File: src/rtl/clock_time_ctrl.sv
// HH:MM timekeeping core with RUN/SET_HR/SET_MIN control, button debounce
// and 4-digit multiplexed display scheduling for the seven-segment decoder.
module clock_time_ctrl #(
  parameter int         DEBOUNCE_TICKS = 10,
  parameter logic [3:0] BLANK_CODE     = 4'hF
) (
  input  logic       clk_50Mhz,
  input  logic       rst,
  input  logic       clk_1hz,
  input  logic       clk_500hz,
  input  logic       btn_mode,
  input  logic       btn_inc,
  output logic [1:0] mode,
  output logic [1:0] hour_tens,
  output logic [3:0] hour_ones,
  output logic [2:0] min_tens,
  output logic [3:0] min_ones,
  output logic       sec_tick,
  output logic [3:0] digit_sel,
  output logic [3:0] digit_bcd
);

  localparam logic [1:0] RUN     = 2'b00;
  localparam logic [1:0] SET_HR  = 2'b01;
  localparam logic [1:0] SET_MIN = 2'b10;
  localparam logic [7:0] DB_LAST = 8'(DEBOUNCE_TICKS - 1);

  logic       sec_p0, sec_p1, sec_p2;
  logic       scan_p0, scan_p1, scan_p2;
  logic       scan_pulse;
  logic [1:0] btn_p0, btn_p1;
  logic [1:0] db_lvl, db_lvl_d;
  logic [7:0] db_cnt [2];
  logic [1:0] press;
  logic       mode_press, inc_press;
  logic [5:0] sec;
  logic [7:0] min_next;
  logic [5:0] hour_next;
  logic [1:0] idx;
  logic [3:0] digit_val;
  logic       blank;

  // Returns {carry, tens, ones} for a 00..59 minute field.
  function automatic logic [7:0] inc_min(input logic [2:0] t, input logic [3:0] o);
    if (o != 4'd9)      inc_min = {1'b0, t, o + 4'd1};
    else if (t != 3'd5) inc_min = {1'b0, t + 3'd1, 4'd0};
    else                inc_min = 8'h80;
  endfunction

  function automatic logic [5:0] inc_hour(input logic [1:0] t, input logic [3:0] o);
    if (t == 2'd2 && o == 4'd3) inc_hour = 6'd0;
    else if (o == 4'd9)         inc_hour = {t + 2'd1, 4'd0};
    else                        inc_hour = {t, o + 4'd1};
  endfunction

  assign min_next   = inc_min(min_tens, min_ones);
  assign hour_next  = inc_hour(hour_tens, hour_ones);
  assign press      = db_lvl & ~db_lvl_d;
  assign mode_press = press[0];
  assign inc_press  = press[1] & ~press[0];

  // Stage: synchronisers and registered rising-edge pulses
  always_ff @(posedge clk_50Mhz) begin
    if (rst) begin
      sec_p0 <= 1'b0; sec_p1 <= 1'b0; sec_p2 <= 1'b0; sec_tick <= 1'b0;
      scan_p0 <= 1'b0; scan_p1 <= 1'b0; scan_p2 <= 1'b0; scan_pulse <= 1'b0;
    end else begin
      sec_p0   <= clk_1hz;   sec_p1  <= sec_p0;  sec_p2  <= sec_p1;
      scan_p0  <= clk_500hz; scan_p1 <= scan_p0; scan_p2 <= scan_p1;
      sec_tick   <= sec_p1 & ~sec_p2;
      scan_pulse <= scan_p1 & ~scan_p2;
    end
  end

  // Stage: button debounce, bit 0 = mode, bit 1 = inc
  always_ff @(posedge clk_50Mhz) begin
    if (rst) begin
      btn_p0   <= 2'b00;
      btn_p1   <= 2'b00;
      db_lvl   <= 2'b00;
      db_lvl_d <= 2'b00;
      for (int i = 0; i < 2; i++) db_cnt[i] <= 8'd0;
    end else begin
      btn_p0   <= {btn_inc, btn_mode};
      btn_p1   <= btn_p0;
      db_lvl_d <= db_lvl;
      for (int i = 0; i < 2; i++) begin
        if (btn_p1[i] == db_lvl[i]) begin
          db_cnt[i] <= 8'd0;
        end else if (scan_pulse) begin
          if (db_cnt[i] == DB_LAST) begin
            db_lvl[i] <= btn_p1[i];
            db_cnt[i] <= 8'd0;
          end else begin
            db_cnt[i] <= db_cnt[i] + 8'd1;
          end
        end
      end
    end
  end

  // Stage: mode FSM and time base
  always_ff @(posedge clk_50Mhz) begin
    if (rst) begin
      mode      <= RUN;
      sec       <= 6'd0;
      min_tens  <= 3'd0;
      min_ones  <= 4'd0;
      hour_tens <= 2'd0;
      hour_ones <= 4'd0;
    end else begin
      if (mode_press) begin
        case (mode)
          RUN:     mode <= SET_HR;
          SET_HR:  mode <= SET_MIN;
          SET_MIN: begin
            mode <= RUN;
            sec  <= 6'd0;
          end
          default: mode <= RUN;
        endcase
      end else if (inc_press) begin
        if (mode == SET_HR)  {hour_tens, hour_ones} <= hour_next;
        if (mode == SET_MIN) {min_tens, min_ones}   <= min_next[6:0];
      end
      if (mode == RUN && sec_tick) begin
        if (sec == 6'd59) begin
          sec <= 6'd0;
          {min_tens, min_ones} <= min_next[6:0];
          if (min_next[7]) {hour_tens, hour_ones} <= hour_next;
        end else begin
          sec <= sec + 6'd1;
        end
      end
    end
  end

  always_comb begin
    digit_val = 4'd0;
    case (idx)
      2'd0: digit_val = min_ones;
      2'd1: digit_val = {1'b0, min_tens};
      2'd2: digit_val = hour_ones;
      2'd3: digit_val = {2'b00, hour_tens};
      default: digit_val = 4'd0;
    endcase
  end

  // The field being edited flashes with the synced 1 Hz level.
  assign blank = sec_p1 && ((mode == SET_HR && idx[1]) || (mode == SET_MIN && !idx[1]));

  // Stage: display scan
  always_ff @(posedge clk_50Mhz) begin
    if (rst) begin
      idx       <= 2'd0;
      digit_sel <= 4'b0001;
      digit_bcd <= 4'd0;
    end else begin
      if (scan_pulse) idx <= idx + 2'd1;
      digit_sel <= 4'b0001 << idx;
      digit_bcd <= blank ? BLANK_CODE : digit_val;
    end
  end

endmodule

File: config.mk
export PLATFORM = sky130hd
export DESIGN_NAME = clock_time_ctrl
export DESIGN_NICKNAME = d
export VERILOG_FILES = /design/src/rtl/clock_time_ctrl.sv
export SDC_FILE = /design/constraint.sdc
export NUM_CORES = 1
export LEC_CHECK = 0
export ABC_AREA = 1
export CAP_MARGIN = 15
export CORE_MARGIN = 8
export CORE_UTILIZATION = 40
export CTS_CLUSTER_SIZE = 30
export DETAILED_ROUTE_END_ITERATION = 8
export PLACE_DENSITY = 0.7
export SKIP_CTS_REPAIR_TIMING = 1
export SLEW_MARGIN = 20
export SYNTH_ARGS = -nofsm -noshare
export SYNTH_HDL_FRONTEND = slang
export SYNTH_SLANG_ARGS = --single-unit
File: constraint.sdc
create_clock -name clk_50Mhz -period 2.3 [get_ports clk_50Mhz]
set_input_delay 0.46 -clock clk_50Mhz [delete_from_list [all_inputs] [get_ports clk_50Mhz]]
set_output_delay 0.46 -clock clk_50Mhz [all_outputs]
set_load 0.005 [all_outputs]
# Yosys cells after proc, flatten, opt, wreduce, memory -nomap -nowiden

Memories as Yosys holds them, arrays and structs flattened.
Index checks and enable logic that the tools add are counted.

Bits in registers: 47
Memory bits (writable): 16
Logic and storage cells: 144
Memories: 1

Memories:

| memory | words | bits a word | read ports | clocked after memory_dff | write ports | RTL line | text |
|---|---|---|---|---|---|---|---|
| db_cnt | 2     | 8           | 2          | 0                        | 2           | 33       | `logic [7:0] db_cnt [2];` |

Add/subtract/negate cells: 8
Equality and inequality tests: 15
Shifts and indexed selects: 1
Mux-type cells: 67
Bitwise logic cells: 16
Reduce and logical (&&, ||, !) cells: 14

Operators by type and width:

| kind                                                | count |
|---|---|
| two-way mux 8 bit                                   | 8 |
| two-way mux 4 bit                                   | 12 |
| two-way mux 6 bit                                   | 6 |
| two-way mux 1 bit                                   | 28 |
| adder 8 x 1 -> 8 bit, second input constant         | 2 |
| equality test 8 x 4 -> 1 bit, second input constant | 2 |
| case mux 4 bit (4 select lines)                     | 1 |
| two-way mux 3 bit                                   | 5 |
| two-way mux 2 bit                                   | 6 |
| adder 4 x 1 -> 4 bit, second input constant         | 2 |
| equality test 2 bit, second input constant          | 4 |
| adder 6 x 1 -> 6 bit, second input constant         | 1 |
| equality test 6 bit, second input constant          | 1 |
| OR 1 bit                                            | 6 |
| AND reduction 3 bit                                 | 2 |
| logical AND 1 bit                                   | 5 |
| inverter 1 bit                                      | 5 |
| adder 2 x 1 -> 2 bit, second input constant         | 2 |
| equality test 2 x 1 -> 1 bit, second input constant | 2 |
| equality test 4 x 2 -> 1 bit, second input constant | 1 |
| equality test 4 bit, second input constant          | 1 |
| zero test 2 bit                                     | 2 |
| != test 4 bit, second input constant                | 1 |
| case mux 2 bit (2 select lines)                     | 1 |
| 11 further kinds                                    | 15 |

# Depth between registers and ports, before layout

Depth in word-level cells: 9
Gate-level depth with buffers: 10

# Least setup slack after synthesis

Ideal clock, no wire load.

Kind: flip-flop to flip-flop
From: mem db_cnt[1][0]
To: mem db_cnt[1][6] (data pin)
Data arrival time: 1.103 ns
Data required time: 2.038 ns
Setup slack: 0.935 ns
Cell stages (with the launch flop): 9
Period minus slack after synthesis: 1.365 ns
Cell sequence: edfxtp_1 > ha_1 > nand2_1 > inv_1 > nand2_1 > nor2_1 > nand2_1 > xor2_1 > nor2_1

RTL lines:

| what        | RTL line |
|---|---|
| from (decl) | 33 |

# Final worst setup path

From: reg min_ones[0]
To: out min_ones[0]

RTL lines:

| what                   | RTL line | text |
|---|---|---|
| from (decl)            | 17       | `output logic [3:0] min_ones,` |
| from (signal assigned) | 124      | `if (mode == SET_MIN) {min_tens, min_ones} <= min_next[6:0];` |
| from (signal assigned) | 129      | `{min_tens, min_ones} <= min_next[6:0];` |

No word-level cell between the ends.

==> impl_metrics.env <==
export IMPL_status="finished, final reports clean"
export IMPL_antenna_cells=0
export IMPL_path_max_fanout=8
export IMPL_dieArea_um2=10400
export IMPL_htreeDepth=3
export IMPL_hold_path_class="reg -> reg"
export IMPL_vias_per_cell=4.66
export IMPL_met1_length_um=2670
export IMPL_finalHoldViolCount=0
export IMPL_die_w_um=102
export IMPL_cts_tree="done"
export IMPL_yosysSeqAreaShare_pct=48.2
export IMPL_fin_worst_skew_ns=0.0135
export IMPL_wl_met3_um=304
export IMPL_fin_setup_tns_ns=0
export IMPL_avgRoutedWirePerCell_um=11.1
export IMPL_die_h_um=102
export IMPL_ys_types=30
export IMPL_numCtsBuffers=9
export IMPL_finalMaxSlewViolations=0
export IMPL_ioPinCount=30
export IMPL_yosys_warnings=0
export IMPL_synth_fp_nets=393
export IMPL_slew_headroom_pct=74.8
export IMPL_leakage_nw=1.44
export IMPL_r2r_cells=4
export IMPL_clock_sinks=63
export IMPL_dp_hpwl_um=4360
export IMPL_critical_path_class="reg -> out"
export IMPL_crit_chain="clkdlybuf4s50_1"
export IMPL_hold_ws_ns=0.388
export IMPL_cts_root_buffer="clkbuf_8"
export IMPL_worstPathRequired_ns=1.84
export IMPL_numPortBuffers=29
export IMPL_syn_cell_area_um2=2950
export IMPL_worst_pin_slew_ns=0.377
export IMPL_antenna_found_initial=0
export IMPL_synthDominantCellAreaShare_pct=31.9
export IMPL_setup_violations=0
export IMPL_gp_congestion=0.835
export IMPL_synth_area_top_cells="dfxtp_1 (32%), edfxtp_1 (16%), nand2_1 (9.4%), inv_1 (7.0%), nor2_1 (6.6%)"
export IMPL_cts_buffer_depth=2
export IMPL_crit_family="buffers and inverters"
export IMPL_worst_hold_path_endpoint="sec_tick$_SDFF_PP0_"
export IMPL_syn_instance_count=375
export IMPL_ant_nets=0
export IMPL_drcViolationCount=0
export IMPL_rsz0062_at_grt="false"
export IMPL_drive_above_1_share_pct=8.87
export IMPL_startpoint_type="flip-flop"
export IMPL_start_util_pct=40.9
export IMPL_rr_endpoint="db_cnt[1][7]$_SDFFCE_PN0P_"
export IMPL_timing_final_crit_share_pct=78.9
export IMPL_cpMaxStageDelayCell="clkdlybuf4s50_1"
export IMPL_grt_start_max_net_pins=18
export IMPL_drv_cap=0
export IMPL_final_nets=430
export IMPL_grt_pass1_vias=2301
export IMPL_irDropWorstVdd_v=0.000326
export IMPL_cpPeakStageDelay_ns=0.56
export IMPL_drt_iter0_markers=92
export IMPL_r2r_start="db_cnt[1][0]$_SDFFCE_PN0P_"
export IMPL_period_minus_slack_ns=1.81
export IMPL_areaGrowthSynthToFinish_pct=20.3
export IMPL_synth_area_per_cell_um2=7.87
export IMPL_hp_start="sec_p2$_SDFF_PP0_"
export IMPL_rrSetupSlack_ns=0.75
export IMPL_fillCellCount=718
export IMPL_grt_usage_pct=12.0
export IMPL_top_layer="met4"
export IMPL_grt_pass1_wl_um=9950
export IMPL_vias=2407
export IMPL_routed_wirelength_um=5750
export IMPL_gr_total_overflow=0
export IMPL_rows=31
export IMPL_path_clk_slew_ns=0.06
export IMPL_power_density_nw_per_um2=620
export IMPL_wl_met2_um=2720
export IMPL_synth_seq_cells=63
export IMPL_drt_pass1_iterations=4
export IMPL_clkLatencyLatePin_ns=0.34
export IMPL_critical_path_buf_inv_count=1
export IMPL_fp_coreArea_um2=7210
export IMPL_min_delay_path_depth=1
export IMPL_cp_end_kind="output port"
export IMPL_crit_arrival_ns=1.35
export IMPL_synth_top_area_cell="dfxtp_1"
export IMPL_max_freq_ghz=0.551
-- routing by layer --
layer	vias up	track usage [%]
met1	1079	14.8
met4	0	4.85
met3	5	3.75
met5	-	0
met2	43	19.0
li1	1280	-
-- logic make-up (layout without fill, tap and decap cells) --
family / Yosys count / after routing / share of synthesized area (%)
compound gates: 46 / 46 / 8.69
fa+ha+maj: 12 / 12 / 5.09
buf+inv: 65 / 107 / 8.82
simple gates: 182 / 182 / 27.2
flops: 63 / 63 / 48.2
xor+xnor: 7 / 7 / 2.08
-- worst register-to-register path: stages, from the launching register on --
cell and delay [ns]:
edfxtp_1 0.47, ha_1 0.23, nand4_1 0.14, nand4_1 0.31
nor3_1 0.24
-- sequential cells by signal, indices dropped and copies added, names as in the netlist, 3 cells and up --
signal     flops
sec            6
db_cnt        16
hour_ones      4
min_ones       4
digit_sel      4
min_tens       3
digit_bcd      4
-- cells in the mapped netlist (all sizes together) --
cell	number
a21oi	23
clkbuf	3
edfxtp	16
o211ai	3
nand2	78
buf	3
nor2	57
xor2	6
o21ai	17
nand4	8
nor3	14
xnor2	1
dfxtp	47
inv	58
nor3b	1
ha	12
nand3	22
a31oi	3
clkinv	1
nand3b	1
or2	1
-- power breakdown --
part           internal (W)  switching (W)
Combinational     0.0000319      0.0000449
Clock              0.000560       0.000397
Sequential          0.00115      0.0000137
Total               0.00174       0.000456
-- layout by cell type, fill, tap and decap left out, types with 14 or more instances in the layout --
master	n
clkdlybuf4s50_1	29
nand2_1	74
nand3_1	20
o21ai_0	15
nor3_1	14
nor2_1	52
inv_1	55
a21oi_1	19
edfxtp_1	16
dfxtp_1	47
-- area by class of cell --
class                   count  area [µm²]  share of cell area (%)
flip-flops and latches     63        1420                    40.0
inverters                  59         221                    6.24
clock buffers              13         159                    4.48
repair buffers             32         313                    8.81
multi-input cells         247        1270                    35.8
well taps                  99         124                    3.49
clock inverters             3        41.3                    1.16
-- how the worst max path moves through the flow --
| stage | startpoint | to | slack, ns | cells after the start |
|---|---|---|---|---|
| floorplan | db_cnt[1][0]$_SDFFCE_PN0P_ | db_cnt[1][6]$_SDFFCE_PN0P_ | 0.94 | 8 |
| global placement | rst | db_cnt[0][2]$_SDFFCE_PN0P_ | 0.48 | 8 |
| detailed placement | rst | db_cnt[0][2]$_SDFFCE_PN0P_ | 0.41 | 8 |
| CTS | min_ones[0]$_SDFF_PP0_ | min_ones[0] | 0.46 | 1 |
| global route | min_ones[0]$_SDFF_PP0_ | min_ones[0] | 0.40 | 1 |
| finish | min_ones[0]$_SDFF_PP0_ | min_ones[0] | 0.49 | 1 |
-- per-stage QoR --
step	std cells	worst slack, ns	cell area, µm²	util [%]	total power [W]
final	516	0.485	3550	49.2	0.00220
after global routing	516	0.398	3550	49.2	0.00229
after CTS	516	0.464	3550	49.2	0.00223
after detailed placement	500	0.407	3350	46.4	0.00127
after global placement	500	0.476	3350	46.4	0.00127
after floorplan	375	0.935	2950	-	0.00124
No activity file was read; power rests on OpenSTA's default activity.
